<file path="config.mk">
export PLATFORM = sky130hd
export DESIGN_NAME = div_unit
export DESIGN_NICKNAME = d
export VERILOG_FILES = /design/src/rtl/rv_div_pkg.sv /design/src/rtl/div_step.sv /design/src/rtl/div_unit.sv
export SDC_FILE = /design/constraint.sdc
export NUM_CORES = 1
export LEC_CHECK = 0
export CORE_ASPECT_RATIO = 1.5
export CORE_MARGIN = 3
export CORE_UTILIZATION = 40
export CTS_CLUSTER_DIAMETER = 120
export DETAILED_ROUTE_END_ITERATION = 10
export PLACE_DENSITY = 0.58
export SYNTH_ARGS = -nofsm -noshare
export SYNTH_HDL_FRONTEND = slang
export SYNTH_SLANG_ARGS = --single-unit
</file>
<file path="constraint.sdc">
create_clock -name clock -period 7.25 [get_ports clock]
set_input_delay 1.45 -clock clock [delete_from_list [all_inputs] [get_ports clock]]
set_output_delay 1.45 -clock clock [all_outputs]
set_load 0.01 [all_outputs]
</file>
<file path="src/rtl/rv_div_pkg.sv">
// Shared definitions for the RV32M iterative divider: op encodings, FSM states
// and the normal-path latency.
package rv_div_pkg;

    localparam int DIV_WIDTH   = 32;
    localparam int DIV_LATENCY = DIV_WIDTH + 2;

    // funct3[1:0] of the divide-class instructions
    localparam logic [1:0] DIV_OP_DIV  = 2'b00;
    localparam logic [1:0] DIV_OP_DIVU = 2'b01;
    localparam logic [1:0] DIV_OP_REM  = 2'b10;
    localparam logic [1:0] DIV_OP_REMU = 2'b11;

    typedef enum logic [1:0] {
        IDLE = 2'd0,
        CALC = 2'd1,
        FIX  = 2'd2,
        DONE = 2'd3
    } div_state_e;

endpackage

</file>
<file path="src/rtl/div_step.sv">
// One combinational restoring-division iteration: shift {rem, quo} left by one,
// trial-subtract the divisor and keep the difference when it is non-negative.
module div_step #(
    parameter int WIDTH = 32
) (
    input  logic [WIDTH-1:0] rem,
    input  logic [WIDTH-1:0] quo,
    input  logic [WIDTH-1:0] divisor,
    output logic [WIDTH-1:0] rem_next,
    output logic [WIDTH-1:0] quo_next
);

    logic [WIDTH:0] shifted;
    logic           neg;

    always_comb begin
        // One extra bit: the shifted partial remainder can reach 2*divisor-1.
        shifted  = {rem, quo[WIDTH-1]};
        neg      = shifted < {1'b0, divisor};
        rem_next = neg ? shifted[WIDTH-1:0] : WIDTH'(shifted - {1'b0, divisor});
        quo_next = {quo[WIDTH-2:0], ~neg};
    end

endmodule

</file>
<file path="src/rtl/div_unit.sv">
// EX-stage iterative divider for DIV/DIVU/REM/REMU; stalls the front of the
// pipeline while iterating. Optional last-result cache: DIV_RESULT_CACHE_EN.
module div_unit
    import rv_div_pkg::*;
#(
    parameter int WIDTH = 32,
    parameter int CNT_W = 6
) (
    input  logic             clock,
    input  logic             reset,
    input  logic             start,
    input  logic [1:0]       op,
    input  logic [WIDTH-1:0] dividend,
    input  logic [WIDTH-1:0] divisor,
    input  logic             flush,
    output logic             busy,
    output logic             stall,
    output logic             done,
    output logic [WIDTH-1:0] result,
    output logic [1:0]       dbg_state
);

    localparam logic [WIDTH-1:0] MIN_NEG  = {1'b1, {(WIDTH-1){1'b0}}};
    localparam logic [WIDTH-1:0] ALL_ONES = '1;

    div_state_e       state, state_d;
    logic [CNT_W-1:0] cnt;
    logic [1:0]       op_q;
    logic             sign_a_q, sign_b_q;
    logic [WIDTH-1:0] rem_q, quo_q, dvs_q, result_q;
    logic [WIDTH-1:0] rem_step, quo_step, q_fix, r_fix;
    logic [WIDTH-1:0] abs_a, abs_b, special_val, fast_val;
    logic             in_signed, in_sign_a, in_sign_b;
    logic             launch, special, fast_hit;

    always_comb begin
        in_signed   = ~op[0];
        in_sign_a   = in_signed & dividend[WIDTH-1];
        in_sign_b   = in_signed & divisor[WIDTH-1];
        abs_a       = in_sign_a ? -dividend : dividend;
        abs_b       = in_sign_b ? -divisor : divisor;
        special     = (divisor == '0) ||
                      (op == DIV_OP_DIV && dividend == MIN_NEG && divisor == ALL_ONES);
        if (divisor == '0) special_val = op[1] ? dividend : ALL_ONES;
        else               special_val = op[1] ? '0 : MIN_NEG;
        q_fix       = (sign_a_q ^ sign_b_q) ? -quo_q : quo_q;
        r_fix       = sign_a_q ? -rem_q : rem_q;
        launch      = start & ~flush & (state == IDLE || state == DONE);
    end

    div_step #(.WIDTH(WIDTH)) u_step (
        .rem      (rem_q),
        .quo      (quo_q),
        .divisor  (dvs_q),
        .rem_next (rem_step),
        .quo_next (quo_step)
    );

`ifdef DIV_RESULT_CACHE_EN
    logic             c_valid, c_signed;
    logic [WIDTH-1:0] c_a, c_b, c_quo, c_rem, a_q, b_q;

    assign fast_hit = c_valid && c_a == dividend && c_b == divisor && c_signed == in_signed;
    assign fast_val = op[1] ? c_rem : c_quo;

    // Both quotient and remainder are captured so DIV then REM hits.
    always_ff @(posedge clock) begin
        if (!reset) begin
            c_valid  <= 1'b0;
            c_signed <= 1'b0;
            c_a      <= '0;
            c_b      <= '0;
            c_quo    <= '0;
            c_rem    <= '0;
            a_q      <= '0;
            b_q      <= '0;
        end else begin
            if (launch) begin
                a_q <= dividend;
                b_q <= divisor;
            end
            if (state == FIX && !flush) begin
                c_valid  <= 1'b1;
                c_signed <= ~op_q[0];
                c_a      <= a_q;
                c_b      <= b_q;
                c_quo    <= q_fix;
                c_rem    <= r_fix;
            end else if (flush && (state == CALC || state == FIX)) begin
                c_valid <= 1'b0;
            end
        end
    end
`else
    assign fast_hit = 1'b0;
    assign fast_val = '0;
`endif

    always_comb begin
        state_d = state;
        case (state)
            IDLE, DONE: begin
                if (flush)      state_d = IDLE;
                else if (start) state_d = (special || fast_hit) ? DONE : CALC;
                else            state_d = IDLE;
            end
            CALC:    state_d = flush ? IDLE : ((cnt == CNT_W'(1)) ? FIX : CALC);
            FIX:     state_d = flush ? IDLE : DONE;
            default: state_d = IDLE;
        endcase
    end

    always_ff @(posedge clock) begin
        if (!reset) begin
            state    <= IDLE;
            cnt      <= '0;
            op_q     <= '0;
            sign_a_q <= 1'b0;
            sign_b_q <= 1'b0;
            rem_q    <= '0;
            quo_q    <= '0;
            dvs_q    <= '0;
            result_q <= '0;
        end else begin
            state <= state_d;
            if (launch) begin
                op_q     <= op;
                sign_a_q <= in_sign_a;
                sign_b_q <= in_sign_b;
                dvs_q    <= abs_b;
                rem_q    <= '0;
                quo_q    <= abs_a;
                cnt      <= CNT_W'(WIDTH);
                if (special)       result_q <= special_val;
                else if (fast_hit) result_q <= fast_val;
            end else if (state == CALC && !flush) begin
                rem_q <= rem_step;
                quo_q <= quo_step;
                cnt   <= cnt - CNT_W'(1);
            end else if (state == FIX && !flush) begin
                result_q <= op_q[1] ? r_fix : q_fix;
            end
        end
    end

    assign busy      = (state != IDLE);
    assign done      = (state == DONE);
    // Low in DONE so the pipeline advances together with the result.
    assign stall     = (start && state == IDLE) || state == CALC || state == FIX;
    assign result    = result_q;
    assign dbg_state = state;

endmodule
</file>
* After elaboration in Yosys (flattened, before gate mapping) *
Index checks and enable logic that the tools add are counted.

storage, ports and cells
  bits in registers = 140
  latch bits = 0
  RAM bits = 0
  ROM bits = 0
  input bits = 70
  output and inout port bits = 37
  word-level logic and storage cells = 77
  memories = 0

cells by class
  $add $sub $neg = 6
  multiply operators = 0
  div/mod/pow operators = 0
  magnitude comparators = 1
  equal/unequal tests = 8
  shift operators = 0
  muxes and demuxes = 24
  bitwise logic cells = 9
  reductions and logical operators = 19

operator list
  cell                  count
  $mux 32               15
  $neg 32->32           4
  $eq 32x32->1 const B  2
  $lt 33x32->1          1
  $logic_not 32->1      1
  $sub 32x32->32        1
  $mux 2                6
  $mux 6                2
  $eq 6x1->1 const B    1
  $pmux 2 s3            1
  $reduce_bool 2->1     3
  $sub 6x1->6 const B   1
  $logic_and 1x1->1     5
  $and 1x1->1           4
  $eq 2x2->1 const B    2
  $logic_not 2->1       2
  $logic_or 1x1->1      4
  $not 1->1             4
  $reduce_or 2->1       2
  $reduce_and 3->1      1
  $eq 2x1->1 const B    1
  $ne 2x1->1 const B    1
  $ne 2x2->1 const B    1
  $logic_not 1->1       1
  $xor 1x1->1           1

* Longest topological paths before layout *
  depth after elaboration = 8
  gate-level depth with buffers = 14
  mapped depth without buffers = 12

* Cells and area by module *
A second synthesis with hierarchy kept.

second synthesis, totals
  cell total of the unflattened synthesis = 1473
  area total of the unflattened synthesis = 11133.2 um^2

modules (own cells, without submodules)
  module    instances  cells an instance  area each (um^2)  sequential area each (um^2)
  div_unit  1          1113               8684.6            2782.7
  div_step  1          360                2448.6            0.0

* Worst setup path before layout *
No wires, ideal clock.

  kind = input port to flip-flop
  start = input port divisor[1]
  end = register result_q[19], in the netlist result[19]
  library setup time = 0.115 ns
  arrival = 3.770 ns
  required time = 7.135 ns
  setup slack = 3.366 ns
  cell stages on the path = 14
  buffers on the path = 3
  path through = inv_1 > ha_1 > or3b_2 > nor3_1 > and4_4 > and2_1 > clkbuf_2 > a21oi_2 > and2_4 > buf_6 > buf_6 > nand2_2 > o31ai_1 > o21a_1

on the way
  cells in the longest elaborated chain, start to end = 5
  elaborated cells between the ends (all ways) = 9
  those cells by class = 2 x eq/ne; 3 x mux; 4 x reduce/logical

RTL lines
  element                            RTL line         RTL
  start, declared                    div_unit.sv:14   input logic [WIDTH-1:0] divisor,
  $eq 32x32->1                       div_unit.sv:43   (op == DIV_OP_DIV && dividend == MIN_NEG && divisor == ALL_ONES);
  $logic_and 1x1->1                  div_unit.sv:43
  $logic_or 1x1->1                   div_unit.sv:42   special = (divisor == '0) ||
  $ne 2x1->1 (no source line)        n/a
  $reduce_and 3->1 (no source line)  n/a
  end signal, assigned               div_unit.sv:134  if (special) result_q <= special_val;
  end signal, assigned               div_unit.sv:135  else if (fast_hit) result_q <= fast_val;
  end signal, assigned               div_unit.sv:141  result_q <= op_q[1] ? r_fix : q_fix;
  end, declared                      div_unit.sv:30   logic [WIDTH-1:0] rem_q, quo_q, dvs_q, result_q;

Parallel ways exist; a longest one is shown, timed or not. The select of a mux whose other input is x is not followed.
A chain may end at the register's enable or synchronous reset.

* Worst setup path in the final report *
  start = input port divisor[0]
  end = register result_q[25], in the netlist result[25]

The elaborated chain is that of the path after synthesis.

==> summary.txt <==
STA
  • Period utilisation layout: 67.5%
  • Slew HR: 36.7%
  • # setup viols final: 0
  • Worst hold slack: 477 ps
  • Worst Max-Slew Pin Slew: 939 ps
  • Sum Neg Setup Slack: 0 ps
  • Tmin final: 4890 ps
  • Max Freq: 0.204 GHz
  • Slew Viols, Final: 0
  • RSZ-0062 raised after global routing: no
  • Number of hold violations in the final report: 0
  • Clock skew: 8.80 ps

Pwr
  • P per Cell Area: 184 mW/mm²
  • Pwr Total: 2350 µW
  • Lkg Pwr: 0.00552 µW
  • Peak VDD IR: 0.170 mV

CTS
  • Clock Root Buffer: clkbuf_16
  • Clk buf depth: 2
  • Hold buffers post-CTS: 0
  • Clock transition at the registers of the reported paths: 60 ps
  • Post-cts resize count: 0
  • Clk_lat worst skew: 440 ps
  • TritonCTS buffer count: 17
  • Sink Count: 139
  • Post-CTS Setup Repair Bufs: 0
  • H-tree depth: 4
  • TritonCTS clock tree: built

Floorplan
  • Core area: 0.0268 mm²
  • Die area: 0.0295 mm²
  • Die width: 141 µm
  • Row cnt: 73
  • Starting density of the core: 41.0%
  • Chip height: 209 µm
  • Ports: 107

Flow run
  • Maximum capacitance violations: 0

Global routing
  • Gr usage total: 26.0%
  • Vias in the first global route: 10.3k
  • First-pass GRT wire length: 59400 µm
  • Largest net degree at the start of global routing: 73
  • Grt total ovfl: 0
  • Initial antenna violation count: 0

Route
  • WL met1: 15000 µm
  • ANT nets after route: 0
  • DR vias: 11.0k
  • Top Metal Used: met4
  • Wire length per cell: 21.3 µm
  • WL final: 39400 µm
  • Drt drc: 0
  • Pre-antenna DRT Iters: 5
  • Metal2 WL: 21200 µm
  • DR iter-0 viols: 863
  • Via/cell ratio: 5.96
  • DR WL met3: 1290 µm

Setup path
  • Crit path capture type: flop
  • Worst path top cell family by delay: simple AND/OR/NAND/NOR gates
  • Critical Path AT: 5220 ps
  • Crit-path max cell delay: 590 ps
  • Required time of the critical path: 7570 ps
  • Critical-path cell list: clkdlybuf4s50_1 > inv_1 > ha_1 > or3b_2 > nor3_1 > and4_4 > and2_1 > a21oi_2 > nand2_2 > o21ai_0 > o221a_1
  • Reg2Reg Capture Point: rem_q[16]$_SDFFE_PP0P_
  • Register-to-Register Path Depth: 12
  • Buffers & Inverters on Critical Path: 2
  • Setup slack, reg-to-reg: 3720 ps
  • CP startpoint kind: input port
  • Reg-to-reg critical path startpoint: rem_q[4]$_SDFFE_PP0P_
  • Crit Path Max Fanout: 46
  • Critical path class: in2reg
  • Slowest CP cell: nand2_2

Synthesis
  • Mapped cell area: 0.0110 mm²
  • FFs w/ async S/R, synth: 0%
  • Yosys reg bits: 139
  • Post-synth top area cell: dfxtp_1
  • Syn Area/Cell: 7.52 µm²
  • Sequential cell area fraction in the yosys report: 25.4%
  • Post-synthesis cell count: 1460
  • Top cell type's share of synthesized area: 25.4%
  • Top_reg_cell synth: dfxtp_1
  • Yosys warns: 0
  • Post-synth EDFFs: 0
  • Net Count, Synth: 1574
  • Post-synthesis cell type count: 77
  • Synth top area cells: dfxtp_1 25%, xnor2_1 6.7%, nand2_1 6.0%

Min path
  • HP Start: result[22]$_SDFFE_PN0P_
  • Min-Delay Endpoint: result[22]$_SDFFE_PN0P_
  • Worst Hold Depth: 2
  • Min-Delay Path Class: reg2reg

Status
  • Status: finished, final reports clean

Finish
  • Final instance area: 0.0128 mm²
  • Syn-to-layout area delta: 16.5%
  • Nets: 1615
  • Final std cells w/o fill: 1851
  • Share of layout cells above drive strength 1: 5.02%
  • # diodes: 0

Placed design
  • Post-DP HPWL: 29600 µm
  • IO Port Bufs: 106
  • Placed Area: 0.0122 mm²
  • Cell total after placement: 1819
  • Routability cong.: 0.965
==> cells in the final DEF (no fill, tap or decap), types with 5 or more instances in the layout <==
cell / count
nand2_1: 176
dfxtp_1: 139
o21ai_0: 132
a21oi_1: 117
clkdlybuf4s50_1: 105
nor2_1: 88
xnor2_1: 84
inv_1: 62
o211a_1: 60
xor2_1: 58
ha_1: 43
nand3_1: 32
nor3_1: 31
o211ai_1: 31
o31ai_1: 23
a211oi_1: 22
a21o_1: 20
or4_1: 17
clkbuf_16: 17
buf_4: 16
a21boi_0: 15
nand4_1: 14
o41ai_1: 14
nor4_1: 12
or3_1: 12
mux2i_1: 12
nand2b_1: 11
a31oi_1: 11
nor2b_1: 10
and3_1: 10
o21a_1: 9
nor3b_1: 6
or2b_1: 6
a41oi_1: 6
inv_6: 6
a311oi_1: 5
o311a_1: 5
==> power by group <==
| part | leakage (µW) | switching, µW | total (µW) | internal [µW] |
|---|---|---|---|---|
| registers | 0.00113 | 34.1 | 829 | 795 |
| logic | 0.00411 | 378 | 624 | 245 |
| clock network | 0.000275 | 382 | 896 | 514 |
==> stage by stage <==
step	worst slack, ps	util (%)
finish	2360	47.8
CTS	2410	47.8
floorplan	3370	-
detailed placement	1970	45.6
global placement	2060	45.6
global route	2060	47.8
==> layer usage <==
metal | global-route usage [%] | vias to the layer above
li1 | - | 5374
met5 | 0 | -
met4 | 12.6 | 0
met2 | 48.5 | 298
met1 | 28.8 | 5278
met3 | 2.70 | 81
==> cell families after synthesis <==
logic type               after synthesis  synth area share [%]
AND/OR/NAND/NOR                      463                  20.9
XOR/XNOR                             142                  11.3
adder cells (fa/ha/maj)               44                  5.08
AO/OA/AOI/OAI                        498                  30.4
flip-flops                           139                  25.4
buffers and inverters                161                  5.79
multiplexers                          13                  1.20
==> cell usage after synthesis (all sizes together) (7+ instances only) <==
cell,instances
o211a,60
nor3,31
o31ai,24
nor2,88
mux2i,12
dfxtp,139
o211ai,31
clkbuf,87
a211oi,22
a21o,20
a21oi,119
nor2b,11
ha,43
nand3,32
or4,19
a31oi,11
and2,8
and3,10
xnor2,84
nand2,178
nor4,14
a21boi,15
xor2,58
nand2b,12
inv,62
nand4,14
nor3b,7
or3,15
o41ai,15
buf,12
o21ai,134
o21a,9
==> sequential cells by signal (all words and copies together) (netlist names) <==
register	count
sign_a_q	1
quo_q	32
dbg_state	2
result	32
rem_q	32
op_q	1
sign_b_q	1
dvs_q	32
cnt	6
==> tightest hold or removal path, stage by stage, from the launching register on <==
cell	delay, ps
dfxtp_1	320
nand2_1	50
a21boi_0	60
==> layout make-up <==
cell class / count / area (µm²)
fill: 2730 / 14000
multi-input combinational: 1160 / 7590
sequential: 139 / 2780
timing repair buffer: 121 / 1170
clock buffer: 18 / 429
tap: 337 / 422
inverter: 62 / 233
clock inverter: 14 / 160
==> how the worst max path moves through the flow <==
stage                from                      end  slack (ps)  cells past startpoint
4_1_cts        divisor[0]  result[25]$_SDFFE_PN0P_        2410                     11
5_1_grt        divisor[0]  result[25]$_SDFFE_PN0P_        2060                     11
6_report       divisor[0]  result[25]$_SDFFE_PN0P_        2360                     11
3_5_place_dp   divisor[0]  result[25]$_SDFFE_PN0P_        1970                     11
2_1_floorplan  divisor[1]  result[19]$_SDFFE_PN0P_        3370                     14
3_3_place_gp   divisor[0]  result[25]$_SDFFE_PN0P_        2060                     11
No activity file was read; power rests on OpenSTA's default activity.
